[config.mk]
export PLATFORM = sky130hd
export DESIGN_NAME = wide_compare_sequencer
export DESIGN_NICKNAME = d
export VERILOG_FILES = /design/src/rtl/wide_compare_sequencer_pkg.sv /design/src/rtl/wide_compare_sequencer_cmp3_slice.sv /design/src/rtl/wide_compare_sequencer.sv
export SDC_FILE = /design/constraint.sdc
export NUM_CORES = 1
export LEC_CHECK = 0
export CORE_MARGIN = 2
export CORE_UTILIZATION = 50
export DETAILED_ROUTE_END_ITERATION = 10
export PLACE_DENSITY = 0.81
export SYNTH_ARGS = -nofsm -noshare
export SYNTH_HDL_FRONTEND = slang
export SYNTH_SLANG_ARGS = --single-unit
[constraint.sdc]
create_clock -name clk -period 2.9 [get_ports clk]
set_input_delay 0.58 -clock clk [delete_from_list [all_inputs] [get_ports clk]]
set_output_delay 0.58 -clock clk [all_outputs]
set_load 0.01 [all_outputs]
[src/rtl/wide_compare_sequencer_pkg.sv]
// Shared definitions for the multi-cycle wide magnitude comparator:
// controller state encoding, slice width and operand-width helpers.
package wide_compare_sequencer_pkg;

    // Width of the single shared comparator slice.
    localparam int SLICE_W = 3;

    // Widest operand the 4-bit step counter can describe (15 slices).
    localparam int MAX_WIDTH = 45;

    // Controller states.
    typedef enum logic {
        ST_IDLE = 1'b0,
        ST_RUN  = 1'b1
    } state_t;

    // Number of slices an operand of the given width splits into.
    function automatic int chunks_of(input int width);
        return width / SLICE_W;
    endfunction

    // Legal widths are whole multiples of the slice width within range.
    function automatic bit width_is_legal(input int width);
        return (width % SLICE_W == 0) && (width >= SLICE_W) && (width <= MAX_WIDTH);
    endfunction

endpackage

[src/rtl/wide_compare_sequencer_cmp3_slice.sv]
// Purely combinational 3-bit unsigned magnitude comparator slice.
// Exactly one of gt, lt, eq is high for any input pair.
module cmp3_slice
    import wide_compare_sequencer_pkg::*;
(
    input  logic [SLICE_W-1:0] a,
    input  logic [SLICE_W-1:0] b,
    output logic               gt,
    output logic               lt,
    output logic               eq
);

    assign gt = (a > b);
    assign lt = (a < b);
    assign eq = (a == b);

endmodule

[src/rtl/wide_compare_sequencer.sv]
// Multi-cycle WIDTH-bit unsigned magnitude comparator. Operands are captured
// on an accepted start and compared one 3-bit slice per clock, most
// significant slice first, stopping at the first unequal slice. A single
// shared cmp3_slice instance is time-multiplexed across the slices.
module wide_compare_sequencer
    import wide_compare_sequencer_pkg::*;
#(
    parameter int WIDTH = 12
) (
    input  logic             clk,
    input  logic             rst,
    input  logic             start,
    input  logic [WIDTH-1:0] a,
    input  logic [WIDTH-1:0] b,
    output logic             busy,
    output logic             done,
    output logic             gt,
    output logic             lt,
    output logic             eq,
    output logic [3:0]       steps
);

    localparam int CHUNKS = chunks_of(WIDTH);
    localparam int IDX_W  = (CHUNKS > 1) ? $clog2(CHUNKS) : 1;

    localparam logic [IDX_W-1:0] IDX_LAST = IDX_W'(CHUNKS - 1);
    localparam logic [IDX_W-1:0] IDX_ZERO = '0;
    localparam logic [IDX_W-1:0] IDX_ONE  = IDX_W'(1);
    localparam logic [3:0]       CNT_ONE  = 4'd1;

    // Reject unsupported operand widths at elaboration.
    generate
        if (!width_is_legal(WIDTH)) begin : g_bad_width
            $error("wide_compare_sequencer: WIDTH must be a multiple of 3 in 3..45");
        end
    endgenerate

    // Controller state and registered outputs.
    state_t             state_q, state_d;
    logic [WIDTH-1:0]   op_a_q, op_a_d;
    logic [WIDTH-1:0]   op_b_q, op_b_d;
    logic [IDX_W-1:0]   idx_q, idx_d;
    logic [3:0]         cnt_q, cnt_d;
    logic               busy_q, busy_d;
    logic               done_q, done_d;
    logic               gt_q, gt_d;
    logic               lt_q, lt_d;
    logic               eq_q, eq_d;
    logic [3:0]         steps_q, steps_d;

    // Slice views of the captured operands and the idx-selected pair.
    logic [SLICE_W-1:0] a_slice [CHUNKS];
    logic [SLICE_W-1:0] b_slice [CHUNKS];
    logic [SLICE_W-1:0] a_sel;
    logic [SLICE_W-1:0] b_sel;
    logic               s_gt;
    logic               s_lt;
    logic               s_eq;

    // Split the captured operands into per-slice views.
    generate
        for (genvar gi = 0; gi < CHUNKS; gi++) begin : g_slices
            assign a_slice[gi] = op_a_q[gi*SLICE_W +: SLICE_W];
            assign b_slice[gi] = op_b_q[gi*SLICE_W +: SLICE_W];
        end
    endgenerate

    // Route the slice pointed at by idx to the shared comparator.
    always_comb begin
        a_sel = '0;
        b_sel = '0;
        for (int i = 0; i < CHUNKS; i++) begin
            if (idx_q == IDX_W'(i)) begin
                a_sel = a_slice[i];
                b_sel = b_slice[i];
            end
        end
    end

    cmp3_slice u_cmp3_slice (
        .a  (a_sel),
        .b  (b_sel),
        .gt (s_gt),
        .lt (s_lt),
        .eq (s_eq)
    );

    // Next-state logic: capture on start, walk slices MSB first, stop early.
    always_comb begin
        state_d = state_q;
        op_a_d  = op_a_q;
        op_b_d  = op_b_q;
        idx_d   = idx_q;
        cnt_d   = cnt_q;
        busy_d  = busy_q;
        done_d  = 1'b0;
        gt_d    = gt_q;
        lt_d    = lt_q;
        eq_d    = eq_q;
        steps_d = steps_q;

        case (state_q)
            ST_IDLE: begin
                if (start) begin
                    op_a_d  = a;
                    op_b_d  = b;
                    idx_d   = IDX_LAST;
                    cnt_d   = CNT_ONE;
                    gt_d    = 1'b0;
                    lt_d    = 1'b0;
                    eq_d    = 1'b0;
                    busy_d  = 1'b1;
                    state_d = ST_RUN;
                end
            end
            ST_RUN: begin
                if (!s_eq) begin
                    // First unequal slice decides the whole comparison.
                    gt_d    = s_gt;
                    lt_d    = s_lt;
                    steps_d = cnt_q;
                    done_d  = 1'b1;
                    busy_d  = 1'b0;
                    state_d = ST_IDLE;
                end else if (idx_q == IDX_ZERO) begin
                    // Every slice matched, operands are equal.
                    eq_d    = 1'b1;
                    steps_d = cnt_q;
                    done_d  = 1'b1;
                    busy_d  = 1'b0;
                    state_d = ST_IDLE;
                end else begin
                    idx_d = idx_q - IDX_ONE;
                    cnt_d = cnt_q + CNT_ONE;
                end
            end
            default: begin
                busy_d  = 1'b0;
                state_d = ST_IDLE;
            end
        endcase
    end

    // State and output registers; reset aborts any comparison in flight.
    always_ff @(posedge clk or posedge rst) begin
        if (rst) begin
            state_q <= ST_IDLE;
            op_a_q  <= '0;
            op_b_q  <= '0;
            idx_q   <= '0;
            cnt_q   <= '0;
            busy_q  <= 1'b0;
            done_q  <= 1'b0;
            gt_q    <= 1'b0;
            lt_q    <= 1'b0;
            eq_q    <= 1'b0;
            steps_q <= '0;
        end else begin
            state_q <= state_d;
            op_a_q  <= op_a_d;
            op_b_q  <= op_b_d;
            idx_q   <= idx_d;
            cnt_q   <= cnt_d;
            busy_q  <= busy_d;
            done_q  <= done_d;
            gt_q    <= gt_d;
            lt_q    <= lt_d;
            eq_q    <= eq_d;
            steps_q <= steps_d;
        end
    end

    assign busy  = busy_q;
    assign done  = done_q;
    assign gt    = gt_q;
    assign lt    = lt_q;
    assign eq    = eq_q;
    assign steps = steps_q;

endmodule

==> metrics.cfg, run 1 <==
[run_status]
status=finished, final reports clean

[logic_synthesis]
synthCells=205
synth-seq-area-share=0.5274
muxShareOfSynthArea=0.05010
synth_ff_type=dfrtp_1
synth_top_area_share=0.5274
async_flop_share=1.000
synth_adder_area_share=0.05274
synth_area_sq_um=1898
synth_xor_xnor_area_share=0.004614
synth_compound_area_frac=0.1279
synth.ff_latch_count=40
synth_nets=240
yosys-top-cells-area=dfrtp_1, nand2_1, ha_1
synth_edf_count=0
synth-simple-area-share=0.1872
synth_top_cell_by_area=dfrtp_1
avgSynthCellArea_sq_um=9.259
synth_top_family_by_area=simple AND/OR/NAND/NOR gates
synth_cell_types=29
yosysWarnings=0

[worst_setup_path]
cp_top_family=compound AO/OA/AOI/OAI gates
cp.depth=9
rrSetupSlack_ns=0.22
max_stage_delay_ns=0.42
crit_path_frequent_cell=ha_1
crit_start=idx_q[0]$_DFFE_PP0P_
reg2reg_depth=9
r2r_start=idx_q[0]$_DFFE_PP0P_
crit_required_ns=3.08
crit_arrival_ns=2.86
critPathKind=reg2reg
cp-endpoint=steps[3]$_DFFE_PP0P_
crit_fanout=12
cp_slowest_cell=dfrtp_1
crit_chain=inv_1 > ha_1 > a21oi_1 > o21ai_0 > a22o_1 > ha_1 > nand3_1 > o21ai_4 > mux2_2
worstReg2RegEnd=steps[3]$_DFFE_PP0P_
path_buf_inv=1
endpoint_kind=flip-flop
start_kind=flip-flop

[cts]
cts_tree=done
ctsLongestPathBuffers=2
clk_pin_slew_worst_paths_ns=0.07
cts_buffers=5
htreeDepth=2
ctsHoldBuffers=0
clock-sinks=40
worstSkewPairLatency_ns=0.29
clockRootBuffer=clkbuf_8

[route]
ant_nets=0
first_pass_iters=4
drcViolationCount=0
drt_iter0_drc=62
routed_wl_microns=3556
vias=1474
wl_per_cell_microns=12.30
viasPerCell=5.100

[floorplan]
start_util=0.5185
design.core.area_sq_um=3661
io_pins=36
die-width_microns=65.61
rows=22
die_h_microns=65.61
dieArea_sq_um=4305

[layout]
antenna_cells=0
fin_util=0.6521
area_growth_pct=25.77
final_cell_mix=nand2_1, dfrtp_1, clkdlybuf4s50_1
n_fill_cell=323
layout-drive-gt1-share=0.08299
finalNetCount=275
layout_commonest_cell=nand2_1
design_area_sq_um=2387

[job]
maxCapViolCount=0

[timing]
tightest_slew_ns=0.4747
rsz0062_at_grt=false
hold_violations=0
timing.final.ws_setup_ns=0.2171
post-route-min-period_ns=2.683
finalClockSkew_ns=0.003869
setup_viol=0
maxSlewHeadroom=0.6835
max_freq_mhz=372.7
final_max_slew_viol_count=0
min_period_over_period=0.9251
tns_ns=0

[global_route]
grt_pass1_vias=1307
grt_max_degree=41
antenna_found_initial=0
grt_pass1_wl_microns=6113
grt_overflow=0
grt_usage=0.1901

[pwr]
peakVddDrop_uv=466.2
comb_power_share=0.447
switching_share=0.3809
clock_power_share=0.157
p_switching_w=0.0008928
internal_power_w=0.001451
powerDensity_nw_per_um2=981.8
leakage_nw=1.132
sequentialPowerShare=0.396

[worst_hold_path]
holdCritPathClass=reg2reg

[place]
place_ws_ns=0.2061
gp_congestion=0.7807
place_hpwl_microns=2573
placed_area_sq_um=2285
io_buffers=35

-- sequential cells by signal (all words and copies together) (netlist names) --
signal / cells
op_a_q: 12
op_b_q: 12
cnt_q: 4
steps: 4
idx_q: 2
busy: 1
done: 1
eq: 1
gt: 1
lt: 1
state_q: 1
-- metrics by stage --
step	hold WS [ns]	cells	total power, W
5_1_grt	0.5128	289	0.002568
3_3_place_gp	0.4641	281	0.001931
6_report	0.4822	289	0.002344
2_1_floorplan	0.4455	205	0.001660
4_1_cts	0.4852	289	0.002340
3_5_place_dp	0.4670	281	0.001967
-- power by group through the flow --
stage / registers, W / logic [W] / clock network (W)
5_1_grt: 0.000952 / 0.00121 / 0.000410
6_report: 0.000927 / 0.00105 / 0.000368
3_5_place_dp: 0.000934 / 0.00103 / 0
3_3_place_gp: 0.000931 / 0.00100 / 0
2_1_floorplan: 0.000912 / 0.000748 / 0
4_1_cts: 0.000924 / 0.00104 / 0.000380
-- how the worst min path moves through the flow --
stage                               start               endpoint  slack [ns]  cells past startpoint
finish              op_a_q[9]$_DFFE_PP0P_  op_a_q[9]$_DFFE_PP0P_        0.48                      2
global placement    op_a_q[1]$_DFFE_PP0P_  op_a_q[1]$_DFFE_PP0P_        0.46                      2
CTS                 op_a_q[9]$_DFFE_PP0P_  op_a_q[9]$_DFFE_PP0P_        0.49                      2
detailed placement  op_a_q[9]$_DFFE_PP0P_  op_a_q[9]$_DFFE_PP0P_        0.47                      2
floorplan           op_a_q[0]$_DFFE_PP0P_  op_a_q[0]$_DFFE_PP0P_        0.45                      2
global route        op_a_q[4]$_DFFE_PP0P_  op_a_q[4]$_DFFE_PP0P_        0.51                      2
-- tightest hold or removal path, stage by stage (launching register included) --
cell and delay [ns]:
dfrtp_1 0.35, nand2_1 0.05, nand2_1 0.06
-- timing repair --
action	in CTS	in global routing
buffers inserted	0	0
gates resized for setup	0	2
setup endpoints to repair	0	4
-- cell type report --
class,instances,area [sq um],area share
clock buffers,6,82.58,0.03459
clock inverters,2,10.01,0.004193
inverters,13,48.80,0.02044
multi-input cells,142,812.0,0.3401
flip-flops and latches,40,1001,0.4193
well taps,48,60.06,0.02516
repair buffers,38,372.9,0.1562
-- metal layers --
metal | vias up | part of all wire | global-route usage
met5 | - | 0 | 0
met1 | 684 | 0.49 | 0.2807
met3 | 7 | 0.051 | 0.04110
met4 | 0 | 0.020 | 0.09375
li1 | 740 | - | -
met2 | 43 | 0.44 | 0.2640
-- synth_stat cells, types with 2 or more instances --
cell type	instances
dfrtp_1	40
clkbuf_1	3
nand2b_1	2
ha_1	8
mux2i_1	5
mux2_2	4
o21a_1	2
o211ai_1	2
a21oi_1	12
nand2_1	70
nand3_1	3
nor2_1	4
a22oi_1	3
buf_2	7
o21ai_0	12
a22o_1	4
inv_1	12
-- logic make-up (layout without fill, tap and decap cells) --
group | count (synthesis) | after routing
fa+ha+maj | 8 | 8
xor+xnor | 1 | 1
flops | 40 | 40
mux | 9 | 9
compound gates | 39 | 39
simple gates | 85 | 85
buf+inv | 23 | 59
Power figures use the tool's default switching activity.
==> run 2: changes to the inputs <==
CAP_MARGIN = 15   (was default)
==> results of run 2 <==
No change in the layout: final DEF, timing and power equal those of run 1.
==> run 3: changes to the inputs <==
PLACE_DENSITY = 0.75   (was 0.81)
==> run 3 against run 2 <==
Final cell count unchanged. First-iteration DRC count grew 81%. Cell area stayed put. Clock power is essentially flat. Sequential cell count unchanged. Global-route usage about the same. Combinational power is essentially flat. Core utilization unchanged. Critical path depth stayed put.
==> metrics.cfg, run 3 (synthesis gave the netlist of run 1 again) <==
[route]
top_layer=met4
drt_iter0_drc=112  ; +81%
wl_met1_microns=1785  ; +3.5%
routed_wl_microns=3488  ; -1.9%
wl_met3_microns=133  ; -27%
dr_wl_met2_microns=1530  ; -2.8%
vias=1431  ; -2.9%
viasPerCell=4.952  ; -2.9%
drcViolationCount=0  ; unchanged
first_pass_iters=4  ; unchanged
ant_nets=0  ; unchanged
wl_per_cell_microns=12.07  ; -1.9%

[layout]
antenna_cells=0  ; unchanged
multi_input_area_sq_um=812.0  ; unchanged
n_fill_cell=305  ; -5.6%
layout_commonest_cell=nand2_1
regArea_sq_um=1001  ; unchanged
design_area_sq_um=2387  ; unchanged
finalNetCount=275  ; unchanged
final_cell_mix=nand2_1, dfrtp_1, clkdlybuf4s50_1
reg_top3=op_a_q: 12 flops, op_b_q: 12 flops
layout-drive-gt1-share=0.08299  ; unchanged
area_growth_pct=25.77  ; unchanged

[cts]
worstSkewPairLatency_ns=0.28  ; about the same
ctsResizeCount=0  ; unchanged
ctsLongestPathBuffers=2  ; unchanged
ctsHoldBuffers=0  ; unchanged
clock-sinks=40  ; unchanged
cts_buffers=5  ; unchanged
clk_pin_slew_worst_paths_ns=0.07  ; about the same
cts_tree=done
htreeDepth=2  ; unchanged
clockRootBuffer=clkbuf_8
cts_setup_buffers=0  ; unchanged

[timing]
finalClockSkew_ns=0.003094  ; -0.0007743 ns
tns_ns=0  ; unchanged
setup_viol=0  ; unchanged
rsz0062_at_grt=false
post-route-min-period_ns=2.664  ; -0.01926 ns
maxSlewHeadroom=0.6788  ; -0.004759
hold_violations=0  ; unchanged
max_freq_mhz=375.4  ; +0.72%
final_max_slew_viol_count=0  ; unchanged
min_period_over_period=0.9185  ; -0.006640
tightest_slew_ns=0.4818  ; +0.007138 ns

[worst_setup_path]
critPathKind=reg2reg
start_kind=flip-flop
reg2reg_depth=9  ; unchanged
path_buf_inv=1  ; unchanged
r2r_start=idx_q[0]$_DFFE_PP0P_
cp_top_family=compound AO/OA/AOI/OAI gates
worstReg2RegEnd=steps[2]$_DFFE_PP0P_
crit_start=idx_q[0]$_DFFE_PP0P_
crit_arrival_ns=2.83  ; -0.03 ns
crit_path_frequent_cell=ha_1
rrSetupSlack_ns=0.24  ; +0.02 ns
crit_chain=inv_1 > ha_1 > a21oi_1 > o21ai_0 > a22o_1 > ha_1 > nand3_1 > o21ai_4 > mux2_2
max_stage_delay_ns=0.42  ; about the same
crit_fanout=12  ; unchanged
endpoint_kind=flip-flop
cp_slowest_cell=dfrtp_1
crit_required_ns=3.07  ; about the same

[place]
placed_area_sq_um=2285  ; unchanged
io_buffers=35  ; unchanged
gp_congestion=0.8322  ; +6.6%
place_hpwl_microns=2552  ; -0.79%

[global_route]
grt_usage=0.1900  ; about the same
grt_pass1_vias=1330  ; +1.8%
grt_max_degree=41  ; unchanged
grt_pass1_wl_microns=6210  ; +1.6%
grt_overflow=0  ; unchanged
antenna_found_initial=0  ; unchanged

[floorplan]
design.core.area_sq_um=3661  ; unchanged
dieArea_sq_um=4305  ; unchanged
die_h_microns=65.61  ; unchanged
io_pins=36  ; unchanged
die-width_microns=65.61  ; unchanged
rows=22  ; unchanged
start_util=0.5185  ; unchanged

[pwr]
leakage_nw=1.132  ; unchanged
peakVddDrop_uv=461.6  ; -0.99%
powerDensity_nw_per_um2=974.4  ; -0.76%

[worst_hold_path]
whs_path_depth=2  ; unchanged
worstHoldStart=op_b_q[4]$_DFFE_PP0P_
whs_endpoint=op_b_q[4]$_DFFE_PP0P_
holdCritPathClass=reg2reg

[job]
maxCapViolCount=0  ; unchanged

[run_status]
status=finished, final reports clean

==> run 3: worst max path at each step <==
stage	to	slack, ns	depth (start not counted)
after global placement	steps[2]$_DFFE_PP0P_	0.29	9
after global routing	steps[1]$_DFFE_PP0P_	0.04	9
after CTS	steps[2]$_DFFE_PP0P_	0.18	9
after detailed placement	steps[2]$_DFFE_PP0P_	0.19	9
final	steps[2]$_DFFE_PP0P_	0.24	9
after floorplan	steps[0]$_DFFE_PP0P_	0.43	9
==> run 3: stage by stage <==
| step | power (W) | std cells | hold slack [ns] | setup WS (ns) | util |
|---|---|---|---|---|---|
| final | 0.002326 | 289 | 0.4853 | 0.2363 | 0.6521 |
| after floorplan | 0.001660 | 205 | 0.4455 | 0.4269 | - |
| after global placement | 0.001941 | 281 | 0.4599 | 0.2904 | 0.6241 |
| after detailed placement | 0.001954 | 281 | 0.4708 | 0.1907 | 0.6241 |
| after CTS | 0.002327 | 289 | 0.4904 | 0.1756 | 0.6494 |
| after global routing | 0.002543 | 289 | 0.5047 | 0.03533 | 0.6521 |
==> run 3: final cells by class <==
type	count	share of cell area
clock buffers	6	0.03459
clock inverters	2	0.004193
inverters	13	0.02044
multi-input cells	142	0.3401
flip-flops and latches	40	0.4193
well taps	48	0.02516
repair buffers	38	0.1562
==> run 3: where the power goes <==
group | leakage, nW | total (W) | internal (W) | switching (W)
logic | 0.589 | 0.00103 | 0.000476 | 0.000555
registers | 0.492 | 0.000926 | 0.000784 | 0.000143
clock network | 0.0510 | 0.000369 | 0.000190 | 0.000179
total | 1.13 | 0.00233 | 0.00145 | 0.000876
==> run 3: layer usage <==
| metal | up-vias | GRT usage |
|---|---|---|
| li1 | 743 | - |
| met1 | 655 | 0.2917 |
| met2 | 29 | 0.2704 |
| met3 | 4 | 0.03596 |
| met4 | 0 | 0.06250 |
| met5 | - | 0 |
==> run 3: worst register-to-register path, cell delays in order (launching register included) <==
cell and delay [ns]:
dfrtp_1 0.42, inv_1 0.09, ha_1 0.35, a21oi_1 0.16, o21ai_0 0.09, a22o_1 0.19, ha_1 0.31, nand3_1 0.26
o21ai_4 0.31, mux2_2 0.36
